==> src/rtl/banco_registros_pkg.sv <==
// Shared datapath constants for the MIPS register file: default widths,
// register count and the architectural register-index aliases used by control.
package banco_registros_pkg;

   localparam int DATA_W_DEF = 32;
   localparam int ADDR_W_DEF = 5;
   localparam int NUM_REGS   = 2 ** ADDR_W_DEF;

   localparam int REG_ZERO = 0;
   localparam int REG_SP   = 29;
   localparam int REG_RA   = 31;

endpackage : banco_registros_pkg

==> src/rtl/banco_registros_rd.sv <==
// One combinational read port of the register file: forces $0 to zero and,
// when BANCO_REGISTROS_BYPASS_EN is defined, forwards same-cycle write data.
module banco_registros_rd
   import banco_registros_pkg::*;
#(
   parameter int DATA_W = DATA_W_DEF,
   parameter int ADDR_W = ADDR_W_DEF
) (
   input  logic [ADDR_W-1:0] rd_idx,
   input  logic [DATA_W-1:0] rd_stored,
`ifdef BANCO_REGISTROS_BYPASS_EN
   input  logic              rst_n,
   input  logic              wr_en,
   input  logic [ADDR_W-1:0] wr_idx,
   input  logic [DATA_W-1:0] wr_data,
`endif
   output logic [DATA_W-1:0] rd_data
);

   // Read mux: $0 forcing first, then optional forwarding of the pending write.
   always_comb begin
      rd_data = rd_stored;
      if (rd_idx == ADDR_W'(REG_ZERO)) begin
         rd_data = {DATA_W{1'b0}};
      end else begin
`ifdef BANCO_REGISTROS_BYPASS_EN
         // Forwarding is held off during reset so the port shows stored contents.
         if (rst_n && wr_en && (wr_idx != ADDR_W'(REG_ZERO)) && (wr_idx == rd_idx)) begin
            rd_data = wr_data;
         end else begin
            rd_data = rd_stored;
         end
`else
         rd_data = rd_stored;
`endif
      end
   end

endmodule : banco_registros_rd

==> src/rtl/banco_registros.sv <==
// 32 x 32-bit MIPS register file: two combinational read ports, one clocked
// write port, $0 hardwired to zero. Optional bypass via BANCO_REGISTROS_BYPASS_EN.
module banco_registros
   import banco_registros_pkg::*;
#(
   parameter int DATA_W = DATA_W_DEF,
   parameter int ADDR_W = ADDR_W_DEF
) (
   input  logic              clk,
   input  logic              rst_n,
   input  logic              RegWrite,
   input  logic [ADDR_W-1:0] WriteReg,
   input  logic [DATA_W-1:0] WriteData,
   input  logic [ADDR_W-1:0] ReadReg1,
   input  logic [ADDR_W-1:0] ReadReg2,
   output logic [DATA_W-1:0] ReadData1,
   output logic [DATA_W-1:0] ReadData2
);

   localparam int NUM = 2 ** ADDR_W;

   logic [DATA_W-1:0] regs_q [NUM];
   logic [DATA_W-1:0] regs_d [NUM];

   // Next-state of the storage array: single write port, $0 never changes.
   always_comb begin
      regs_d = regs_q;
      if (RegWrite && (WriteReg != ADDR_W'(REG_ZERO))) begin
         regs_d[WriteReg] = WriteData;
      end else begin
         regs_d = regs_q;
      end
      regs_d[REG_ZERO] = {DATA_W{1'b0}};
   end

   // Storage register; synchronous reset wins over any write on the same edge.
   always_ff @(posedge clk) begin
      if (!rst_n) begin
         regs_q <= '{default: {DATA_W{1'b0}}};
      end else begin
         regs_q <= regs_d;
      end
   end

   banco_registros_rd #(.DATA_W(DATA_W), .ADDR_W(ADDR_W)) u_rd1 (
      .rd_idx    (ReadReg1),
      .rd_stored (regs_q[ReadReg1]),
`ifdef BANCO_REGISTROS_BYPASS_EN
      .rst_n     (rst_n),
      .wr_en     (RegWrite),
      .wr_idx    (WriteReg),
      .wr_data   (WriteData),
`endif
      .rd_data   (ReadData1)
   );

   banco_registros_rd #(.DATA_W(DATA_W), .ADDR_W(ADDR_W)) u_rd2 (
      .rd_idx    (ReadReg2),
      .rd_stored (regs_q[ReadReg2]),
`ifdef BANCO_REGISTROS_BYPASS_EN
      .rst_n     (rst_n),
      .wr_en     (RegWrite),
      .wr_idx    (WriteReg),
      .wr_data   (WriteData),
`endif
      .rd_data   (ReadData2)
   );

endmodule : banco_registros

==> config.mk <==
export PLATFORM = sky130hd
export DESIGN_NAME = banco_registros
export DESIGN_NICKNAME = d
export VERILOG_FILES = /design/src/rtl/banco_registros_pkg.sv /design/src/rtl/banco_registros_rd.sv /design/src/rtl/banco_registros.sv
export SDC_FILE = /design/constraint.sdc
export NUM_CORES = 2
export LEC_CHECK = 0
export CELL_PAD_IN_SITES_DETAIL_PLACEMENT = 0
export CELL_PAD_IN_SITES_GLOBAL_PLACEMENT = 1
export CORE_ASPECT_RATIO = 1.2
export CORE_MARGIN = 2
export CORE_UTILIZATION = 49
export CTS_CLUSTER_DIAMETER = 50
export CTS_CLUSTER_SIZE = 30
export DETAILED_ROUTE_END_ITERATION = 16
export HOLD_SLACK_MARGIN = 0.15
export PLACE_DENSITY_LB_ADDON = 0.1
export SLEW_MARGIN = 20
export SYNTH_ARGS = -nofsm -noshare
export SYNTH_HDL_FRONTEND = slang
export SYNTH_SLANG_ARGS = --single-unit
==> constraint.sdc <==
create_clock -name clk -period 2.3 [get_ports clk]
set_clock_uncertainty 0.05 [all_clocks]
set_input_delay 0.345 -clock clk [delete_from_list [all_inputs] [get_ports clk]]
set_output_delay 0.345 -clock clk [all_outputs]
set_load 0.01 [all_outputs]
==> results.md <==
- Vias per cell: 6.178
- CTS tree: yes
- Required time of the critical path: 1.90 ns
- Final min period: 2.830 ns
- Area added between synthesis and finish: 25.48%
- Syn nets: 5789
- Synth top area share: 0.3794
- Final period util: 1.230
- Clock transition at path regs: 0.07 ns
- Setup CP Type: reg2out
- DRC viols: 0
- Root Buffer Master: clkbuf_16
- Wirelength per Cell: between 20 and 30 um
- Die height: roughly 360 um
- Post-route ant nets: 0
- Count of final hold-check violations: 0
- Final setup margin: -0.5297 ns
- Setup-failing EPs final: 64
- Crit Path Max Fanout: 3
- Clock buffer depth: 3
- Vias in the first global route: between 40000 and 50000
- Largest net degree at the start of global routing: 119
- Finished Core Util: 0.6193
- Num rows: roughly 130
- Worst flop-to-flop path startpoint: regs_q[955]
- Worst IR Drop VDD: 0.0005663 V
- 1st-iter DRT viols: 4698
- Area contributors post-synth: dfxtp_1, mux4_2, nand2_1
- Post-synth top cells: nand2_1, dfxtp_1, a21boi_0, mux4_2, clkbuf_1
- Avg Cell Area, Syn: 9.120 um2
- CP max-delay cell: mux4_2
- Cell count after synthesis: 5739
- DPL Wire Length: 133.3 mm
- Worst path cell trace: mux4_2 -> mux2_4 -> o22ai_4 -> buf_6 -> nor3_4 -> buf_6
- Top-count cell post-synth: nand2_1
- Post-synthesis sequential area ratio: 0.3794
- Mapped Area: 52340 um2
- Worst Path Arrival: 2.43 ns
- FFs w/ async S/R, synth: 0
- Leakage: 22.60 nW
- Gr usage total: 0.3654
- First-pass detailed-route iteration total: 6
- PortBufs: 113
- EDFF count, synth: 0
- Slew @ Worst Pin: 0.6853 ns
- HP Start: regs_q[114]
- Biggest regs: regs_q x992
- DP Worst Slack: -1.234 ns
- Max reg flops: 992
- Num ports: 114
- PwrDens: approximately 630 nW/um2
- CP most frequent cell: buf_6
- Flops & latches, synth: 992
- Crit. End Element: output port
- Yosys warns: 0
- DRT Wirelength: a little over 200 mm
- Hold slack: 0.4117 ns
- Outcome: finished with violations
- Sink Count: 992
- Power Total: between 0.04 and 0.05 W
- Crit path launch: regs_q[113]
- Slowest stage delay, CP: 0.46 ns
- Peak Freq: 0.3534 GHz
- RSZ-0062 raised after global routing: yes
- Largest Register: regs_q
- Synth area leader: dfxtp_1
- Die X: 302.4 um
- Max Cap Viol: 0
- Synth Flop Type: dfxtp_1
- Post-synth cell types: 29
- Placed Cells incl. Taps: roughly 7300
- Via count: roughly 46000
- First-pass GRT wire length: 297.7 mm
- CP startpoint kind: flip-flop
- Rel. slew slack: 0.5420
- Initial cell density of the core: 0.4936
- Congestion Overflow GR: 0
- Die area: 109500 um2
- Num CTS Buffers: 113
- Hold crit path type: reg2reg
- CTS HTree Levels: 3
- Failing checks: negative setup slack
- Core ar.: about 110000 um2
- Later-pin clock latency in the skew report: 0.72 ns
- Gp weighted congestion: 0.9265
- Final net count: between 6000 and 7000
- Initial antenna violation count: 0
- Share of cells above drive strength 1: 0.2876
- Layout Cells excl Fill: around 7500
- Slew Viols, Final: 0
through the flow:
stage	area [um2]	TNS, ns
2_1_floorplan	52340	0
6_report	65670	-24.90
4_1_cts	65140	-27.80
3_3_place_gp	59730	-78.38
3_5_place_dp	59750	-88.26
5_1_grt	65670	-27.20
where the power goes:
part / internal (W) / switching (W)
clock: 0.0110 / 0.00857
sequential: 0.0173 / 0.0000944
combinational: 0.00198 / 0.00268
total: 0.0303 / 0.0113
cells in the final DEF (no fill, tap or decap), types with 10 or more instances in the layout:
| cell | synthesis | routed |
|---|---|---|
| inv_8 | 0 | 15 |
| a2111oi_2 | 0 | 26 |
| nor3_4 | 0 | 22 |
| buf_6 | 9 | 30 |
| o22ai_1 | 192 | 112 |
| nand2_1 | 2017 | 1987 |
| nor2_4 | 6 | 28 |
| clkbuf_16 | 0 | 116 |
| mux4_2 | 384 | 384 |
| mux2_4 | 0 | 80 |
| buf_2 | 151 | 60 |
| clkinvlp_4 | 0 | 10 |
| clkinv_2 | 0 | 12 |
| a2111oi_0 | 64 | 13 |
| dfxtp_1 | 992 | 915 |
| buf_12 | 0 | 155 |
| dfxtp_2 | 0 | 77 |
| nor2_1 | 76 | 64 |
| mux2i_1 | 192 | 191 |
| bufinv_16 | 0 | 11 |
| nor3_2 | 0 | 42 |
| a21boi_1 | 121 | 121 |
| buf_4 | 60 | 440 |
| a21boi_0 | 871 | 871 |
| o22ai_4 | 0 | 58 |
| nand2_2 | 0 | 30 |
| a2111oi_4 | 0 | 16 |
| inv_6 | 0 | 16 |
| o22ai_2 | 0 | 22 |
| mux2_2 | 128 | 48 |
| clkdlybuf4s50_1 | 0 | 39 |
| clkbuf_8 | 0 | 11 |
cells by family after synthesis:
family                 count (synthesis)  share of synthesized area
buffers and inverters                580                    0.05080
flip-flops                           992                     0.3794
AO/OA/AOI/OAI                       1248                     0.1759
AND/OR/NAND/NOR                     2215                     0.1643
multiplexers                         704                     0.2295
final timing paths:
check | slack [ns] | to | cells past startpoint
max | -0.53 | ReadData2[17] | 6
min | 0.41 | regs_q[114] | 2
max reg2reg | 1.45 | regs_q[955] | 2
min reg2reg | 0.41 | regs_q[114] | 2
area by class of cell:
type                            count  area (um2)
Clock buffer                      132        3043
Tap cell                         1396        1747
Sequential cell                   992       19960
Clock inverter                     82       999.7
Fill cell                        8757       40370
Antenna cell                        2       5.005
Multi-Input combinational cell   4167       32260
Timing Repair Buffer              739        7661
critical path: cells and delay by family, from the launching register on:
| kind | cells | cell delay [ns] |
|---|---|---|
| buffers and inverters | 2 | 0.32 |
| AND/OR/NAND/NOR | 1 | 0.09 |
| flip-flops | 1 | 0.33 |
| multiplexers | 2 | 0.77 |
| AO/OA/AOI/OAI | 1 | 0.19 |
layer usage:
layer  part of all wire  vias up  GRT usage
li1                   -    20598          -
met1               0.41    23127     0.4929
met2               0.46     2167     0.5786
met3              0.086      508    0.05882
met4              0.045        0     0.1600
met5                  0        -          0
timing repair:
| item | CTS | global route |
|---|---|---|
| setup endpoints to repair | 64 | 64 |
| resized for setup | 689 | 109 |
| setup buffers | 3 | 12 |
| pin swaps | 38 | 44 |
| hold buffers | 1 | 0 |
| endpoints found under the hold margin | 81 | 0 |
(Power assumes the default switching activity.)
